===== config.mk =====
export PLATFORM = sky130hd
export DESIGN_NAME = spart_rx_fifo
export DESIGN_NICKNAME = d
export VERILOG_FILES = /design/src/rtl/spart_rx_fifo.sv
export SDC_FILE = /design/constraint.sdc
export NUM_CORES = 1
export LEC_CHECK = 0
export BUFFER_PORTS_ARGS = -buffer_cell sky130_fd_sc_hd__buf_4
export CELL_PAD_IN_SITES_DETAIL_PLACEMENT = 1
export CELL_PAD_IN_SITES_GLOBAL_PLACEMENT = 1
export CORE_AREA = 2 2 85 87
export DETAILED_ROUTE_END_ITERATION = 8
export DIE_AREA = 0 0 87 89
export PLACE_DENSITY_LB_ADDON = 0.1
export SYNTH_ARGS = -nofsm -noshare
export SYNTH_HDL_FRONTEND = slang
export SYNTH_SLANG_ARGS = --single-unit

===== constraint.sdc =====
create_clock -name clk -period 6.5 [get_ports clk]
set_clock_uncertainty 0.15 [all_clocks]
set_input_delay 1.3 -clock clk [delete_from_list [all_inputs] [get_ports clk]]
set_output_delay 1.3 -clock clk [all_outputs]
set_load 0.02 [all_outputs]

===== src/rtl/spart_rx_fifo.sv =====
// +----------------------------------------------------------------------------+
// | spart_rx_fifo : oversampling SPART receiver with optional parity and FIFO   |
// | Revision 1.0                                                               |
// +----------------------------------------------------------------------------+
`default_nettype none

module spart_rx_fifo #(
  parameter int DATA_BITS  = 8,
  parameter int OVERSAMPLE = 16,
  parameter int FIFO_DEPTH = 4,
  parameter int PARITY_EN  = 0,
  parameter int PARITY_ODD = 0
) (
  input  logic                 clk,
  input  logic                 rst,
  input  logic                 Enable,
  input  logic                 RxD,
  input  logic                 IORW,
  input  logic [1:0]           IOADDR,
  output logic [DATA_BITS-1:0] DATA,
  output logic                 RDA,
  output logic [7:0]           STATUS
);

  localparam int TW = $clog2(OVERSAMPLE);
  localparam int AW = $clog2(FIFO_DEPTH);
  localparam int CW = AW + 1;

  localparam logic [TW-1:0] TICK_LAST = TW'(OVERSAMPLE - 1);
  localparam logic [TW-1:0] TICK_MID  = TW'(OVERSAMPLE / 2 - 1);
  localparam logic [3:0]    BIT_LAST  = 4'(DATA_BITS - 1);
  localparam logic [CW-1:0] CNT_FULL  = CW'(FIFO_DEPTH);
  localparam logic          ODD_BIT   = (PARITY_ODD != 0);

  localparam logic [2:0] S_IDLE   = 3'd0;
  localparam logic [2:0] S_START  = 3'd1;
  localparam logic [2:0] S_DATA   = 3'd2;
  localparam logic [2:0] S_PARITY = 3'd3;
  localparam logic [2:0] S_STOP   = 3'd4;
  localparam logic [2:0] S_BREAK  = 3'd5;

  logic                 sync1_q, sync1_d;
  logic                 rxs_q, rxs_d;
  logic [2:0]           state_q, state_d;
  logic [TW-1:0]        tick_q, tick_d;
  logic [3:0]           bit_q, bit_d;
  logic [DATA_BITS-1:0] shift_q, shift_d;
  logic                 perr_q, perr_d;
  logic [DATA_BITS-1:0] mem_q [FIFO_DEPTH];
  logic [DATA_BITS-1:0] mem_d [FIFO_DEPTH];
  logic [AW-1:0]        wptr_q, wptr_d;
  logic [AW-1:0]        rptr_q, rptr_d;
  logic [CW-1:0]        count_q, count_d;
  logic                 oe_q, oe_d;
  logic                 fe_q, fe_d;
  logic                 pe_q, pe_d;

  logic        push_req, pe_set, fe_set, oe_set;
  logic        empty, full, pop, clr, wr;
  logic [31:0] cnt_ext;
  logic [3:0]  sts_cnt;

  // Receive FSM; every sample is taken from the synchronised line on Enable ticks
  always_comb begin
    sync1_d  = RxD;
    rxs_d    = sync1_q;
    state_d  = state_q;
    tick_d   = tick_q;
    bit_d    = bit_q;
    shift_d  = shift_q;
    perr_d   = perr_q;
    push_req = 1'b0;
    pe_set   = 1'b0;
    fe_set   = 1'b0;
    case (state_q)
      S_IDLE: begin
        if (Enable && !rxs_q) begin
          state_d = S_START;
          tick_d  = '0;
        end
      end
      S_START: begin
        if (Enable) begin
          if (tick_q == TICK_MID) begin
            if (rxs_q) begin
              state_d = S_IDLE;
            end else begin
              state_d = S_DATA;
              tick_d  = '0;
              bit_d   = '0;
              perr_d  = 1'b0;
            end
          end else begin
            tick_d = tick_q + 1'b1;
          end
        end
      end
      S_DATA: begin
        if (Enable) begin
          if (tick_q == TICK_LAST) begin
            tick_d  = '0;
            shift_d = {rxs_q, shift_q[DATA_BITS-1:1]};
            if (bit_q == BIT_LAST) begin
              bit_d   = '0;
              state_d = (PARITY_EN != 0) ? S_PARITY : S_STOP;
            end else begin
              bit_d = bit_q + 1'b1;
            end
          end else begin
            tick_d = tick_q + 1'b1;
          end
        end
      end
      S_PARITY: begin
        if (Enable) begin
          if (tick_q == TICK_LAST) begin
            tick_d  = '0;
            perr_d  = rxs_q ^ (^shift_q) ^ ODD_BIT;
            state_d = S_STOP;
          end else begin
            tick_d = tick_q + 1'b1;
          end
        end
      end
      S_STOP: begin
        if (Enable) begin
          if (tick_q == TICK_LAST) begin
            tick_d = '0;
            if (rxs_q) begin
              push_req = !perr_q;
              pe_set   = perr_q;
              state_d  = S_IDLE;
            end else begin
              fe_set  = 1'b1;
              state_d = S_BREAK;
            end
          end else begin
            tick_d = tick_q + 1'b1;
          end
        end
      end
      S_BREAK: begin
        if (Enable && rxs_q) begin
          state_d = S_IDLE;
        end
      end
      default: state_d = S_IDLE;
    endcase
  end

  // A full FIFO still accepts a push when the same cycle pops the head
  always_comb begin
    empty   = (count_q == '0);
    full    = (count_q == CNT_FULL);
    pop     = ({IORW, IOADDR} == 3'b100) && !empty;
    clr     = ({IORW, IOADDR} == 3'b101);
    wr      = push_req && (!full || pop);
    oe_set  = push_req && full && !pop;
    mem_d   = mem_q;
    wptr_d  = wptr_q;
    rptr_d  = rptr_q;
    count_d = count_q;
    if (wr) begin
      mem_d[wptr_q] = shift_q;
      wptr_d        = wptr_q + 1'b1;
    end
    if (pop) begin
      rptr_d = rptr_q + 1'b1;
    end
    case ({wr, pop})
      2'b10:   count_d = count_q + 1'b1;
      2'b01:   count_d = count_q - 1'b1;
      default: count_d = count_q;
    endcase
    oe_d = (oe_q & ~clr) | oe_set;
    fe_d = (fe_q & ~clr) | fe_set;
    pe_d = (pe_q & ~clr) | pe_set;
  end

  always_comb begin
    cnt_ext = 32'(count_q);
    sts_cnt = (cnt_ext > 32'd15) ? 4'hF : cnt_ext[3:0];
    RDA     = !empty;
    DATA    = empty ? '0 : mem_q[rptr_q];
    STATUS  = {oe_q, fe_q, pe_q, full, sts_cnt};
  end

  always_ff @(posedge clk) begin
    if (rst) begin
      sync1_q <= 1'b1;
      rxs_q   <= 1'b1;
      state_q <= S_IDLE;
      tick_q  <= '0;
      bit_q   <= '0;
      shift_q <= '0;
      perr_q  <= 1'b0;
      mem_q   <= '{default: '0};
      wptr_q  <= '0;
      rptr_q  <= '0;
      count_q <= '0;
      oe_q    <= 1'b0;
      fe_q    <= 1'b0;
      pe_q    <= 1'b0;
    end else begin
      sync1_q <= sync1_d;
      rxs_q   <= rxs_d;
      state_q <= state_d;
      tick_q  <= tick_d;
      bit_q   <= bit_d;
      shift_q <= shift_d;
      perr_q  <= perr_d;
      mem_q   <= mem_d;
      wptr_q  <= wptr_d;
      rptr_q  <= rptr_d;
      count_q <= count_d;
      oe_q    <= oe_d;
      fe_q    <= fe_d;
      pe_q    <= pe_d;
    end
  end

endmodule

`default_nettype wire


Word-level counts from Yosys, hierarchy flattened:

Cells that the tools add are included.

* order comparisons: 3
* muxes and demuxes: 52
* multipliers: 0
* $add $sub $neg: 6
* shifts and indexed selects: 0
* bitwise logic cells: 10
* reduce and logical (&&, ||, !) cells: 26
* equal/unequal tests: 27
* div/mod/pow operators: 0

Operators with widths (count)
* $mux W4: 11
* $mux W3: 12
* $bwmux W32: 1
* $mux W8: 4
* $ne A2 B2 Y1 const B: 12
* $pmux W3 S6: 1
* $bmux W8 S2: 1
* $demux W8 S2: 1
* $mux W1: 16
* $eq A3 B3 Y1 const B: 5
* $pmux W4 S3: 1
* $reduce_and A11 Y1: 1
* $reduce_and A5 Y1: 2
* $add A4 B1 Y4 const B: 2
* $eq A4 B3 Y1 const B: 2
* $pmux W4 S2: 1
* $reduce_xor A8 Y1: 1
* $logic_and A1 B1 Y1: 7
* $eq A3 B2 Y1 const B: 2
* $ge A3 B3 Y1 const B: 2
* $logic_not A3 Y1: 2
* $not A2 Y3: 2
* $pmux W3 S2: 1
* $reduce_and A6 Y1: 1
* other kinds (22): 33

* word-level logic and storage cells: 141
* input port bits: 7
* output and inout bits: 17
* latch bits: 0
* memories kept: 0
* bits in writable memories: 0
* bits in registers: 64
* ROM bits: 0

Logic depth before layout (Yosys ltp):

* depth after elaboration: 8
* depth in mapped cells: 8
* mapped depth without buffers: 8

Worst setup path before layout:

Ideal clock, no wire load.

* path kind: input port to flip-flop
* start: input IOADDR[0]
* end: register count_q[2]
* library setup time: 123 ps
* data required time: 6227 ps
* buffers on the path: 0
* cell stages on the path: 7
* arrival time: 3273 ps
* slack: 2953 ps
* cells stage by stage: or3b_1 > nor2_1 > nand2b_1 > fa_1 > or3_1 > o21ai_2 > mux2_1

* longest elaborated chain between the ends: 6

Ends and longest elaborated chain
* from (decl): RTL line 19 `input logic [1:0] IOADDR,`
* $eq A3 B3 Y1 *: RTL line 155 `pop = ({IORW, IOADDR} == 3'b100) && !empty;`
* $logic_and A1 B1 Y1 *: RTL line 155
* $logic_or A1 B1 Y1: RTL line 157 `wr = push_req && (!full || pop);`
* $logic_and A1 B1 Y1: RTL line 157
* $eq A2 B1 Y1 / $eq A2 B2 Y1 (equally long branches): RTL line 170 `case ({wr, pop})`
* $pmux W3 S2 / $reduce_bool A2 Y1 (equally long branches)
* to (signal assigned): RTL line 215 `count_q <= count_d;`
* to (decl): RTL line 53 `logic [CW-1:0] count_q, count_d;`

Every way passes the cells marked *; elsewhere a longest branch is shown, timed or not.
A chain may end at the register's enable or synchronous reset.

Worst setup path in the final report:

Ends and elaborated chain as after synthesis.

==> metrics.md <==
| Metric | Value |
|---|---|
| R2R Setup Slk | 3.78 ns |
| Nets | 397 |
| GRT Util Overall | 0.227 |
| CP startpoint kind | input port |
| Layout cells sized above 1 | 0.152 |
| Avg Vias per Cell | 5.71 |
| Setup violators final | 0 |
| HP Class | flop to flop |
| CTS Hold Buffers Added | 0 |
| Ant diodes | 0 |
| Synth Register Bits | 64 |
| Min-delay src | rxs_d$_SDFF_PP1_ |
| Routed wire length | 7920 um |
| Share of the synthesized area in the top cell type | 0.396 |
| Syn Std Cell Area | 3230 um2 |
| # rows | 30 |
| Post-DRT Antenna Nets | 0 |
| Num Clock Sinks | 64 |
| Actual slew at the worst max-slew pin | 0.708 ns |
| CTS max path bufs | 2 |
| Post-synth EDFFs | 0 |
| Global route overflow | 0 |
| Worst hold path stage count | 1 |
| Total CTS buffers | 9 |
| Crit path DAT | 3.58 ns |
| Max VDD drop | 0.181 mV |
| First-pass GRT wire length | 13,500 um |
| GPL Wtd Cong | 0.762 |
| FF-to-FF Start | state_q[2]$_SDFFE_PP0P_ |
| Ys Warns | 0 |
| Clk Latency, worst-skew pair | 0.34 ns |
| Post-synth top cells | dfxtp_1, nand2_1, a21oi_1 |
| Post-layout min period | 3.50 ns |
| Worst Path Max Fanout | 5 |
| CTS root buf | clkbuf_8 |
| WS Path Type | input port to flop |
| Fin. Hold Viols | 0 |
| Filler instances | 790 |
| Vias in the first global route | 2,762 |
| Fin. max-slew vios | 0 |
| Asr flop ratio synth | 0 |
| Iteration count of the initial detailed-routing pass | 4 |
| R2r worst-path depth | 6 |
| Area grow syn2layout | 10.1% |
| Cells after DPL | 452 |
| DRT iter0 DRCs | 91 |
| Top_reg_cell synth | dfxtp_1 |
| Post-CTS sizing | 0 |
| Tcrit/Tclk final | 0.538 |
| Clk pin slew, worst setup/hold paths | 0.08 ns |
| I/O pin count | 24 |
| Setup TNS | 0 ns |
| Sequential share of the synthesized area | 0.396 |
| Die Area | 7740 um2 |
| Most common cell in the netlist | dfxtp_1 |
| Initial core utilization | 0.481 |
| Status | finished, final reports clean |
| P_leak | 1.20 nW |
| Port bufs | 22 |
| Setup bufs post-CTS | 0 |
| Destination of the worst hold path | rxs_q$_SDFF_PP1_ |
| Top post-synthesis cells by area | dfxtp_1, a21oi_1, nand3_1, nand2_1, mux4_2 |
| Mean Syn Cell Area | 8.42 um2 |
| Largest net degree at the start of global routing | 68 |
| Worst Path Required | 6.58 ns |
| CP endpoint kind | flop |
| CORE AREA | 6720 um2 |
| Worst slew margin | 0.528 |
| DR DRC count | 0 |
| PwrDens | 219 nW/um2 |
| Synth area leader | dfxtp_1 |
| Reg-to-Reg End | mem_q[26]$_SDFFE_PP0P_ |
| H-tree depth reported by CTS | 3 |
| CTS tree | built |
| Layout Cells excl Fill | 468 |
| Distinct cells, synth | 50 |
| Die X | 87 um |
| Dpl hpwl | 5210 um |
| Initial antenna violation count | 0 |
| Routed length per instance | 16.9 um |
| Final hold slack | 0.276 ns |
| Via count | 2,673 |
| Max Cap Violations | 0 |
| Die height | 89 um |
| RSZ-0062 raised after global routing | false |
| Synthesized net count | 398 |
| Synth Instances | 384 |
| Max Clock Freq | 286 MHz |
[routing by layer]
layer,GRT usage,vias up,wire length (um)
li1,-,1319,-
met1,0.280,1318,3590
met2,0.398,28,4040
met3,0.0434,8,185
met4,0.0767,0,108
met5,0,-,0
[cells in the final DEF, fill, tap and decap left out, drive strengths merged, types with 8 or more instances in the layout]
master,count
dfxtp,64
nand2,51
a21oi,46
nand3,41
nor2,27
buf,24
xnor2,13
inv,13
mux2i,11
clkbuf,9
mux4,8
o21ai,8
[layout make-up]
class,instances,area (um2),area share
clock buffers,9,124,0.0348
repair buffers,24,180,0.0506
clock inverters,7,78.8,0.0221
flip-flops and latches,64,1280,0.360
multi-input cells,273,1760,0.493
well taps,80,100,0.0281
inverters,11,41.3,0.0116
[report_power, final]
part	internal, mW	switching (mW)	leakage, nW
clock	0.180	0.176	0.0925
combinational	0.0110	0.0171	0.594
sequential	0.393	0.00465	0.516
[how the worst max path moves through the flow]
stage	start	endpoint	slack, ns	cells past startpoint
2_1_floorplan	IOADDR[0]	count_q[2]$_SDFFE_PP0P_	2.95	7
3_3_place_gp	IOADDR[0]	count_q[2]$_SDFFE_PP0P_	2.75	8
3_5_place_dp	IOADDR[0]	count_q[2]$_SDFFE_PP0P_	2.62	8
4_1_cts	rptr_q[0]$_SDFFE_PP0P_	DATA[3]	2.97	3
5_1_grt	IOADDR[0]	count_q[2]$_SDFFE_PP0P_	2.86	8
6_report	IOADDR[0]	count_q[2]$_SDFFE_PP0P_	3.00	8
[critical path, stage by stage]
cell,delay [ns]
buf_4,0.11
or3b_1,0.46
nor2_1,0.34
nand2b_1,0.17
fa_1,0.41
or3_1,0.40
o21ai_2,0.07
mux2_1,0.32
[registers in the layout, indices dropped and copies added, names as in the netlist, 2 cells and up]
name	cells
rptr_q	2
tick_q	4
count_q	3
bit_q	4
mem_q	32
state_q	3
wptr_q	2
shift_q	8
[logic make-up (layout without fill, tap and decap cells)]
family                     after synthesis  after routing  share of synthesized area
buffers and inverters                   47             51                     0.0646
and+or+nand+nor                        160            160                      0.249
adders and majority gates                7              7                     0.0294
DFF                                     64             64                      0.396
AOI/OAI and AO/OA                       68             68                      0.120
other                                    1              1                    0.00116
muxes                                   21             21                     0.0967
xor gates and xnor gates                16             16                     0.0433
[per-stage QoR]
step / instance area, um2 / utilization / worst slack (ns) / power, mW
2_1_floorplan: 3230 / - / 2.95 / 0.428
3_3_place_gp: 3360 / 0.500 / 2.75 / 0.435
3_5_place_dp: 3360 / 0.500 / 2.62 / 0.436
4_1_cts: 3560 / 0.530 / 2.97 / 0.789
5_1_grt: 3560 / 0.530 / 2.86 / 0.811
6_report: 3560 / 0.530 / 3.00 / 0.782
Power figures use the tool's default switching activity.
